### config.mk
export PLATFORM = sky130hd
export DESIGN_NAME = alu_flag_writeback_flat
export DESIGN_NICKNAME = d
export VERILOG_FILES = /design/src/rtl/alu_flag_writeback_if.sv /design/src/rtl/alu_flag_writeback.sv /design/src/flat_wrapper.sv
export SDC_FILE = /design/constraint.sdc
export NUM_CORES = 1
export LEC_CHECK = 0
export ABC_CLOCK_PERIOD_IN_PS = 4200
export BUFFER_PORTS_ARGS = -buffer_cell sky130_fd_sc_hd__buf_2
export CORE_AREA = 2 2 54 76
export CTS_BUF_LIST = sky130_fd_sc_hd__clkbuf_4 sky130_fd_sc_hd__clkbuf_8
export DETAILED_ROUTE_END_ITERATION = 10
export DIE_AREA = 0 0 56 78
export PLACE_DENSITY = 0.85
export SYNTH_ARGS = -nofsm -noshare
export SYNTH_HDL_FRONTEND = slang
export SYNTH_SLANG_ARGS = --single-unit
### constraint.sdc
create_clock -name clk -period 4.2 [get_ports clk]
set_clock_uncertainty 0.05 [all_clocks]
set_input_delay 0 -clock clk [delete_from_list [all_inputs] [get_ports clk]]
set_output_delay 0 -clock clk [all_outputs]
set_load 0.01 [all_outputs]
### src/rtl/alu_flag_writeback_if.sv
// Bundle between the issuing stage / register file and the ALU flag-writeback stage.
// The master side drives ALU results and decode; the slave side is the writeback block.
interface alu_flag_writeback_if #(
   parameter int DATA_W  = 16,
   parameter int REG_AW  = 4,
   parameter int STALL_W = 16
);
   logic              in_valid;
   logic              in_ready;
   logic [DATA_W-1:0] alu_c;
   logic              alu_carry;
   logic              alu_low;
   logic              alu_flag;
   logic              alu_zero;
   logic              alu_negative;
   logic [4:0]        flag_mask;
   logic              wr_en;
   logic [REG_AW-1:0] wr_addr;
   logic              psr_load;
   logic [4:0]        psr_load_data;
   logic [4:0]        psr;
   logic              carry_to_alu;
   logic              wb_valid;
   logic              wb_ready;
   logic [REG_AW-1:0] wb_addr;
   logic [DATA_W-1:0] wb_data;
   logic [STALL_W-1:0] stall_count;

   modport master (
      output in_valid, alu_c, alu_carry, alu_low, alu_flag, alu_zero, alu_negative,
             flag_mask, wr_en, wr_addr, psr_load, psr_load_data, wb_ready,
      input  in_ready, psr, carry_to_alu, wb_valid, wb_addr, wb_data, stall_count
   );

   modport slave (
      input  in_valid, alu_c, alu_carry, alu_low, alu_flag, alu_zero, alu_negative,
             flag_mask, wr_en, wr_addr, psr_load, psr_load_data, wb_ready,
      output in_ready, psr, carry_to_alu, wb_valid, wb_addr, wb_data, stall_count
   );
endinterface

### src/rtl/alu_flag_writeback.sv
// Execute-stage back end: masked PSR flag update, one-entry writeback register with
// valid/ready handshake, carry feedback to the ALU and a saturating stall counter.
module alu_flag_writeback #(
   parameter int DATA_W  = 16,
   parameter int REG_AW  = 4,
   parameter int STALL_W = 16
) (
   input logic               clk,
   input logic               reset,
   alu_flag_writeback_if.slave bus
);

   typedef enum logic {EMPTY = 1'b0, FULL = 1'b1} wb_state_t;

   wb_state_t          state;
   wb_state_t          next_state;
   logic               in_ready;
   logic               accept;
   logic               load;
   logic [4:0]         psr_q;
   logic [4:0]         alu_flags;
   logic [REG_AW-1:0]  wb_addr_q;
   logic [DATA_W-1:0]  wb_data_q;
   logic [STALL_W-1:0] stall_q;

   assign in_ready  = (state == EMPTY) | bus.wb_ready;
   assign accept    = bus.in_valid & in_ready;
   assign load      = accept & bus.wr_en;
   assign alu_flags = {bus.alu_carry, bus.alu_low, bus.alu_flag, bus.alu_zero, bus.alu_negative};

   always_ff @(posedge clk or posedge reset) begin
      if (reset) begin
         state <= EMPTY;
      end else begin
         state <= next_state;
      end
   end

   // A FULL entry drained this cycle can be replaced by a new load with no bubble.
   always_comb begin
      next_state = state;
      case (state)
         EMPTY: begin
            if (load) next_state = FULL;
         end
         FULL: begin
            if (bus.wb_ready && !load) next_state = EMPTY;
         end
         default: next_state = EMPTY;
      endcase
   end

   always_ff @(posedge clk or posedge reset) begin
      if (reset) begin
         wb_addr_q <= '0;
         wb_data_q <= '0;
      end else if (load) begin
         wb_addr_q <= bus.wr_addr;
         wb_data_q <= bus.alu_c;
      end
   end

   // Masked-off ALU flags are gated out with AND so an undriven flag never lands in the PSR.
   always_ff @(posedge clk or posedge reset) begin
      if (reset) begin
         psr_q <= '0;
      end else if (bus.psr_load) begin
         psr_q <= bus.psr_load_data;
      end else if (accept) begin
         psr_q <= (bus.flag_mask & alu_flags) | (~bus.flag_mask & psr_q);
      end
   end

   always_ff @(posedge clk or posedge reset) begin
      if (reset) begin
         stall_q <= '0;
      end else if ((state == FULL) && !bus.wb_ready && (stall_q != {STALL_W{1'b1}})) begin
         stall_q <= stall_q + 1'b1;
      end
   end

   assign bus.in_ready     = in_ready;
   assign bus.psr          = psr_q;
   assign bus.carry_to_alu = psr_q[4];
   assign bus.wb_valid     = (state == FULL);
   assign bus.wb_addr      = wb_addr_q;
   assign bus.wb_data      = wb_data_q;
   assign bus.stall_count  = stall_q;

endmodule

### src/flat_wrapper.sv
// flat-port wrapper written by rule: the top's interface ports become plain ports
module alu_flag_writeback_flat 
#(
   parameter int DATA_W  = 16,
   parameter int REG_AW  = 4,
   parameter int STALL_W = 16
)
  (clk, reset, bus_in_valid, bus_alu_c, bus_alu_carry, bus_alu_low, bus_alu_flag, bus_alu_zero, bus_alu_negative, bus_flag_mask, bus_wr_en, bus_wr_addr, bus_psr_load, bus_psr_load_data, bus_wb_ready, bus_in_ready, bus_psr, bus_carry_to_alu, bus_wb_valid, bus_wb_addr, bus_wb_data, bus_stall_count);
  alu_flag_writeback_if #(.DATA_W(DATA_W), .REG_AW(REG_AW), .STALL_W(STALL_W)) bus_i ();
  input logic clk;
  input logic reset;
  input wire logic [$bits(bus_i.in_valid)-1:0] bus_in_valid;
  input wire logic [$bits(bus_i.alu_c)-1:0] bus_alu_c;
  input wire logic [$bits(bus_i.alu_carry)-1:0] bus_alu_carry;
  input wire logic [$bits(bus_i.alu_low)-1:0] bus_alu_low;
  input wire logic [$bits(bus_i.alu_flag)-1:0] bus_alu_flag;
  input wire logic [$bits(bus_i.alu_zero)-1:0] bus_alu_zero;
  input wire logic [$bits(bus_i.alu_negative)-1:0] bus_alu_negative;
  input wire logic [$bits(bus_i.flag_mask)-1:0] bus_flag_mask;
  input wire logic [$bits(bus_i.wr_en)-1:0] bus_wr_en;
  input wire logic [$bits(bus_i.wr_addr)-1:0] bus_wr_addr;
  input wire logic [$bits(bus_i.psr_load)-1:0] bus_psr_load;
  input wire logic [$bits(bus_i.psr_load_data)-1:0] bus_psr_load_data;
  input wire logic [$bits(bus_i.wb_ready)-1:0] bus_wb_ready;
  output wire logic [$bits(bus_i.in_ready)-1:0] bus_in_ready;
  output wire logic [$bits(bus_i.psr)-1:0] bus_psr;
  output wire logic [$bits(bus_i.carry_to_alu)-1:0] bus_carry_to_alu;
  output wire logic [$bits(bus_i.wb_valid)-1:0] bus_wb_valid;
  output wire logic [$bits(bus_i.wb_addr)-1:0] bus_wb_addr;
  output wire logic [$bits(bus_i.wb_data)-1:0] bus_wb_data;
  output wire logic [$bits(bus_i.stall_count)-1:0] bus_stall_count;
  assign bus_i.in_valid = bus_in_valid;
  assign bus_i.alu_c = bus_alu_c;
  assign bus_i.alu_carry = bus_alu_carry;
  assign bus_i.alu_low = bus_alu_low;
  assign bus_i.alu_flag = bus_alu_flag;
  assign bus_i.alu_zero = bus_alu_zero;
  assign bus_i.alu_negative = bus_alu_negative;
  assign bus_i.flag_mask = bus_flag_mask;
  assign bus_i.wr_en = bus_wr_en;
  assign bus_i.wr_addr = bus_wr_addr;
  assign bus_i.psr_load = bus_psr_load;
  assign bus_i.psr_load_data = bus_psr_load_data;
  assign bus_i.wb_ready = bus_wb_ready;
  assign bus_in_ready = bus_i.in_ready;
  assign bus_psr = bus_i.psr;
  assign bus_carry_to_alu = bus_i.carry_to_alu;
  assign bus_wb_valid = bus_i.wb_valid;
  assign bus_wb_addr = bus_i.wb_addr;
  assign bus_wb_data = bus_i.wb_data;
  assign bus_stall_count = bus_i.stall_count;
  alu_flag_writeback #(.DATA_W(DATA_W), .REG_AW(REG_AW), .STALL_W(STALL_W)) u_core (.clk(clk), .reset(reset), .bus(bus_i));
endmodule
### Yosys cells after proc, flatten, opt, wreduce, memory -nomap -nowiden

Cells that the tools add are included.
W data, S select, Z words.

| word-level totals | value |
|---|---|
| ROM bits | 0 |
| output and inout bits | 44 |
| logic and storage cells | 26 |
| memories | 0 |
| input bits | 41 |
| register bits after elaboration | 42 |
| bits in writable memories | 0 |
| bits in latches | 0 |

| cells by class | value |
|---|---|
| equal/unequal tests | 1 |
| shift operators | 0 |
| $lt $le $gt $ge | 0 |
| divide/modulo/power cells | 0 |
| multipliers | 0 |
| reductions and logical operators | 6 |
| bitwise operators | 8 |
| mux-type cells | 5 |
| add/subtract/negate cells | 1 |

Operators by type and width:

| kind | number |
|---|---|
| $add A16 B1 Y16 const B | 1 |
| $ne A16 B16 Y1 const B | 1 |
| $and A5 B5 Y5 | 2 |
| $mux W5 | 2 |
| $not A5 Y5 | 1 |
| $or A5 B5 Y5 | 1 |
| $logic_and A1 B1 Y1 | 3 |
| $and A1 B1 Y1 | 2 |
| $logic_not A1 Y1 | 2 |
| $mux W1 | 2 |
| $pmux W1 S2 | 1 |
| $reduce_bool A2 Y1 | 1 |
| $not A1 Y1 | 1 |
| $or A1 B1 Y1 | 1 |

### Logic depth before layout (Yosys ltp)

| depth | value |
|---|---|
| depth in word-level cells | 8 |
| depth in mapped cells | 5 |
| gate-level depth less buffers | 5 |

### Least setup slack after synthesis

Ideal clock, no wire load.

| path | value |
|---|---|
| path kind | flip-flop to flip-flop |
| start | register u_core.stall_q[9] (netlist: u_core.bus.stall_count[9]) |
| end | register u_core.stall_q[1] (netlist: u_core.bus.stall_count[1]) |
| setup slack | 2.446 ns |
| required time | 4.025 ns |
| path buffers | 0 |
| stages on the path, launching flop included | 5 |
| arrival time | 1.579 ns |
| cell sequence | dfrtp_1 -> nand4_2 -> or4_4 -> nand2_4 -> mux2_4 |

| on the way | value |
|---|---|
| cells in the longest elaborated chain, start to end | 2 |

RTL lines:

| element | RTL line | text |
|---|---|---|
| start: declaration | alu_flag_writeback.sv:24 | `logic [STALL_W-1:0] stall_q;` |
| start signal: assignment | alu_flag_writeback.sv:78 | `stall_q <= stall_q + 1'b1;` |
| $ne A16 B16 Y1 | alu_flag_writeback.sv:77 | `end else if ((state == FULL) && !bus.wb_ready && (stall_q != {STALL_W{1'b1}})) begin` |
| $logic_and A1 B1 Y1 | alu_flag_writeback.sv:77 |  |

No other way between the ends.
A chain may end at the register's enable or synchronous reset.

### Final worst setup path

| path | value |
|---|---|
| start | register u_core.state (netlist: u_core.bus.wb_valid) |
| end | register u_core.wb_data_q[5] (netlist: u_core.bus.wb_data[5]) |

| on the way | value |
|---|---|
| cells in the longest elaborated chain, start to end | 4 |

RTL lines:

| element | RTL line | text |
|---|---|---|
| start: declaration | alu_flag_writeback.sv:15 | `wb_state_t state;` |
| start signal: assignment | alu_flag_writeback.sv:35 | `state <= next_state;` |
| $not A1 Y1 | alu_flag_writeback.sv:26 | `assign in_ready = (state == EMPTY) \| bus.wb_ready;` |
| $or A1 B1 Y1 | alu_flag_writeback.sv:26 |  |
| $and A1 B1 Y1 | alu_flag_writeback.sv:27 | `assign accept = bus.in_valid & in_ready;` |
| $and A1 B1 Y1 | alu_flag_writeback.sv:28 | `assign load = accept & bus.wr_en;` |
| end signal: assignment | alu_flag_writeback.sv:59 | `wb_data_q <= bus.alu_c;` |
| end: declaration | alu_flag_writeback.sv:23 | `logic [DATA_W-1:0] wb_data_q;` |

No other way between the ends.

==> summary.txt <==
# setup viols final: 0
Setup TNS Final: 0 ps
pwr dens: 394.4 mW/mm2
leading area contributor after synthesis: dfrtp_1
final hold vios: 0
Hold WC Path Type: in -> reg
DR DRC count: 0
drt wl/cell: 16.35 um
io pins: 85
Post-Route WL: 5084 um
met2 WL: 2698 um
Syn-to-layout area delta: 49.15%
WP data required: 4330 ps
dpl ws: 2058 ps
antenna cells: 0
GRT Total Usage: 0.2592
crit-path max cell delay: 700 ps
Final min period: 2112 ps
fin nets: 310
Initial Utilization: 0.5052
fin area: 0.002745 mm2
max-cap violations: 0
Synth Area per Inst: 12.69 um2
clk buf depth: 2
Yosys top cell area share: 0.5710
Die ar.: 0.004368 mm2
Mapped Cells: 145
Post-synth top flop: dfrtp_1
startpoint types: flop
Reg clk slew, reported paths: 80 ps
RSZ-0062 raised after global routing: no
H-Tree Depth: 2
Post-DP Area: 0.002300 mm2
Final HPWL DP: 3052 um
synth unique cells: 32
vias in the first global route: 1770
largest cells by area after synthesis: dfrtp_1 57%, mux2_2 13%, xnor2_1 3.8%
number of synthesized flops with an enable pin: 0
routed vias/inst: 5.161
top achievable clock speed: 473.5 MHz
clk sink count: 42
Yosys warnings: 0
Core ar.: 0.003643 mm2
total gr overflow: 0
Mapped Nets: 187
R2R Setup Slk: 2090 ps
worst-path maximum fanout: 21
Netlist Area Pre-Place: 0.001841 mm2
R2R cell count: 4
total CTS buffers: 5
setup bufs post-CTS: 0
number of buffers added on ports: 84
via count: 1605
number of synthesized register bits: 42
Seq/Total Area, Yosys: 0.5710
Top Layer Used: met4
met3 wire len: 334 um
CTS tree: yes
Post-synth ARST share: 1.000
worst vdd ir: 353.3 uV
CP Cell Sequence: nor2b_4 -> inv_2 -> nand3_1 -> mux2_2
CP startpoint: u_core.bus.wb_valid
First-pass DRT Iterations: 4
Tcrit/Tclk final: 0.5028
Total Power: 1.083 mW
most frequent cell after synthesis: dfrtp_1
Critical R2R Capture: u_core.bus.wb_data[5]
kind of critical path: reg -> reg
Final Wtd Congestion: 0.8271
clk root buf: clkbuf_8
most instantiated cells after synthesis: 42 x dfrtp_1, 21 x mux2_2, 11 x nand2_1, 11 x nand3_1, 8 x xnor2_1
hold path start: bus_psr_load
max_slew headroom: 0.3449
FF-to-FF Start: u_core.bus.wb_valid
Lkg Pwr: 1.371 nW
M1 WL: 1861 um
fin. max-slew vios: 0
share of cells above drive strength 1: 0.4610
final antenna-violating net count: 0
first-pass GRT wire length: 8562 um
critical path data arrival time: 2250 ps
later-pin clock latency in the skew report: 300 ps
Min-Delay Path Depth: 2
die width: 56 um
Slew @ Worst Pin: 979.9 ps
status: completed
initial antenna violation count: 0
number of cell rows: 26
CP endpoint kind: flop
crit path setup slack, layout: 2088 ps
Worst path slowest cell: nand3_1
number of DRC markers in iteration 0: 61
largest net degree at the start of global routing: 43
die height: 78 um
worst max-delay path: cells and delay by family (launching register included):
kind / cells / cell delay, ps
flops: 1 / 390
mux: 1 / 560
simple gates: 2 / 850
buf+inv: 1 / 130
repair_timing:
item | CTS | global route
gates resized for setup | 0 | 0
hold endpoints to repair | 69 | 0
hold buffers | 35 | 0
through the flow:
step | util | cells | hold WS (ps)
final | 0.7534 | 311 | 35.33
after global placement | 0.6312 | 268 | 106.6
after CTS | 0.7534 | 311 | 9.644
after floorplan | - | 145 | 70.95
after detailed placement | 0.6312 | 268 | 105.2
after global routing | 0.7534 | 311 | 23.17
area by class of cell:
class | instances | area [um2]
inverter | 3 | 11.26
timing repair buffer | 120 | 778.2
clock buffer | 6 | 82.58
tap | 42 | 52.55
fill | 244 | 898.4
clock inverter | 2 | 12.51
sequential | 42 | 1051
multi-input combinational | 96 | 757.0
logic make-up after synthesis:
family	synth area share
DFF	0.5710
muxes	0.1700
adders and majority gates	0.006797
AOI/OAI and AO/OA	0.02243
xor gates and xnor gates	0.05710
buffers and inverters	0.01767
and+or+nand+nor	0.1550
cell usage in the layout, fill, tap and decap left out, types with 2 or more instances in the layout:
| cell type | netlist | routed |
|---|---|---|
| clkbuf_8 | 0 | 6 |
| buf_2 | 2 | 84 |
| nor3_1 | 2 | 2 |
| xnor2_1 | 8 | 8 |
| nand4_1 | 6 | 6 |
| nor3_2 | 2 | 2 |
| dfrtp_1 | 42 | 42 |
| or4_4 | 2 | 2 |
| nand3_1 | 11 | 11 |
| o21ai_0 | 6 | 6 |
| inv_1 | 2 | 2 |
| dlygate4sd3_1 | 0 | 35 |
| nand2_1 | 11 | 11 |
| xor2_1 | 4 | 4 |
| mux2i_1 | 5 | 5 |
| nor2_1 | 4 | 4 |
| mux2_2 | 21 | 21 |
how the worst max path moves through the flow:
stage / depth (start not counted) / end / slack, ps
after floorplan: 4 / u_core.bus.stall_count[1] / 2450
after global placement: 4 / u_core.bus.wb_data[12] / 2140
after detailed placement: 4 / u_core.bus.wb_data[14] / 2060
after CTS: 4 / u_core.bus.wb_data[12] / 2060
after global routing: 4 / u_core.bus.wb_data[3] / 1940
final: 4 / u_core.bus.wb_data[5] / 2090
metal layers:
layer	up-vias	GRT usage
met3	15	0.07167
met2	78	0.4506
met5	-	0
met4	0	0.1286
li1	758	-
met1	754	0.2860
where the power goes:
part | internal [mW] | leakage, nW | switching, mW
Clock | 0.132 | 0.0472 | 0.146
Sequential | 0.470 | 0.522 | 0.0571
Combinational | 0.148 | 0.802 | 0.129
Power figures use the tool's default switching activity.
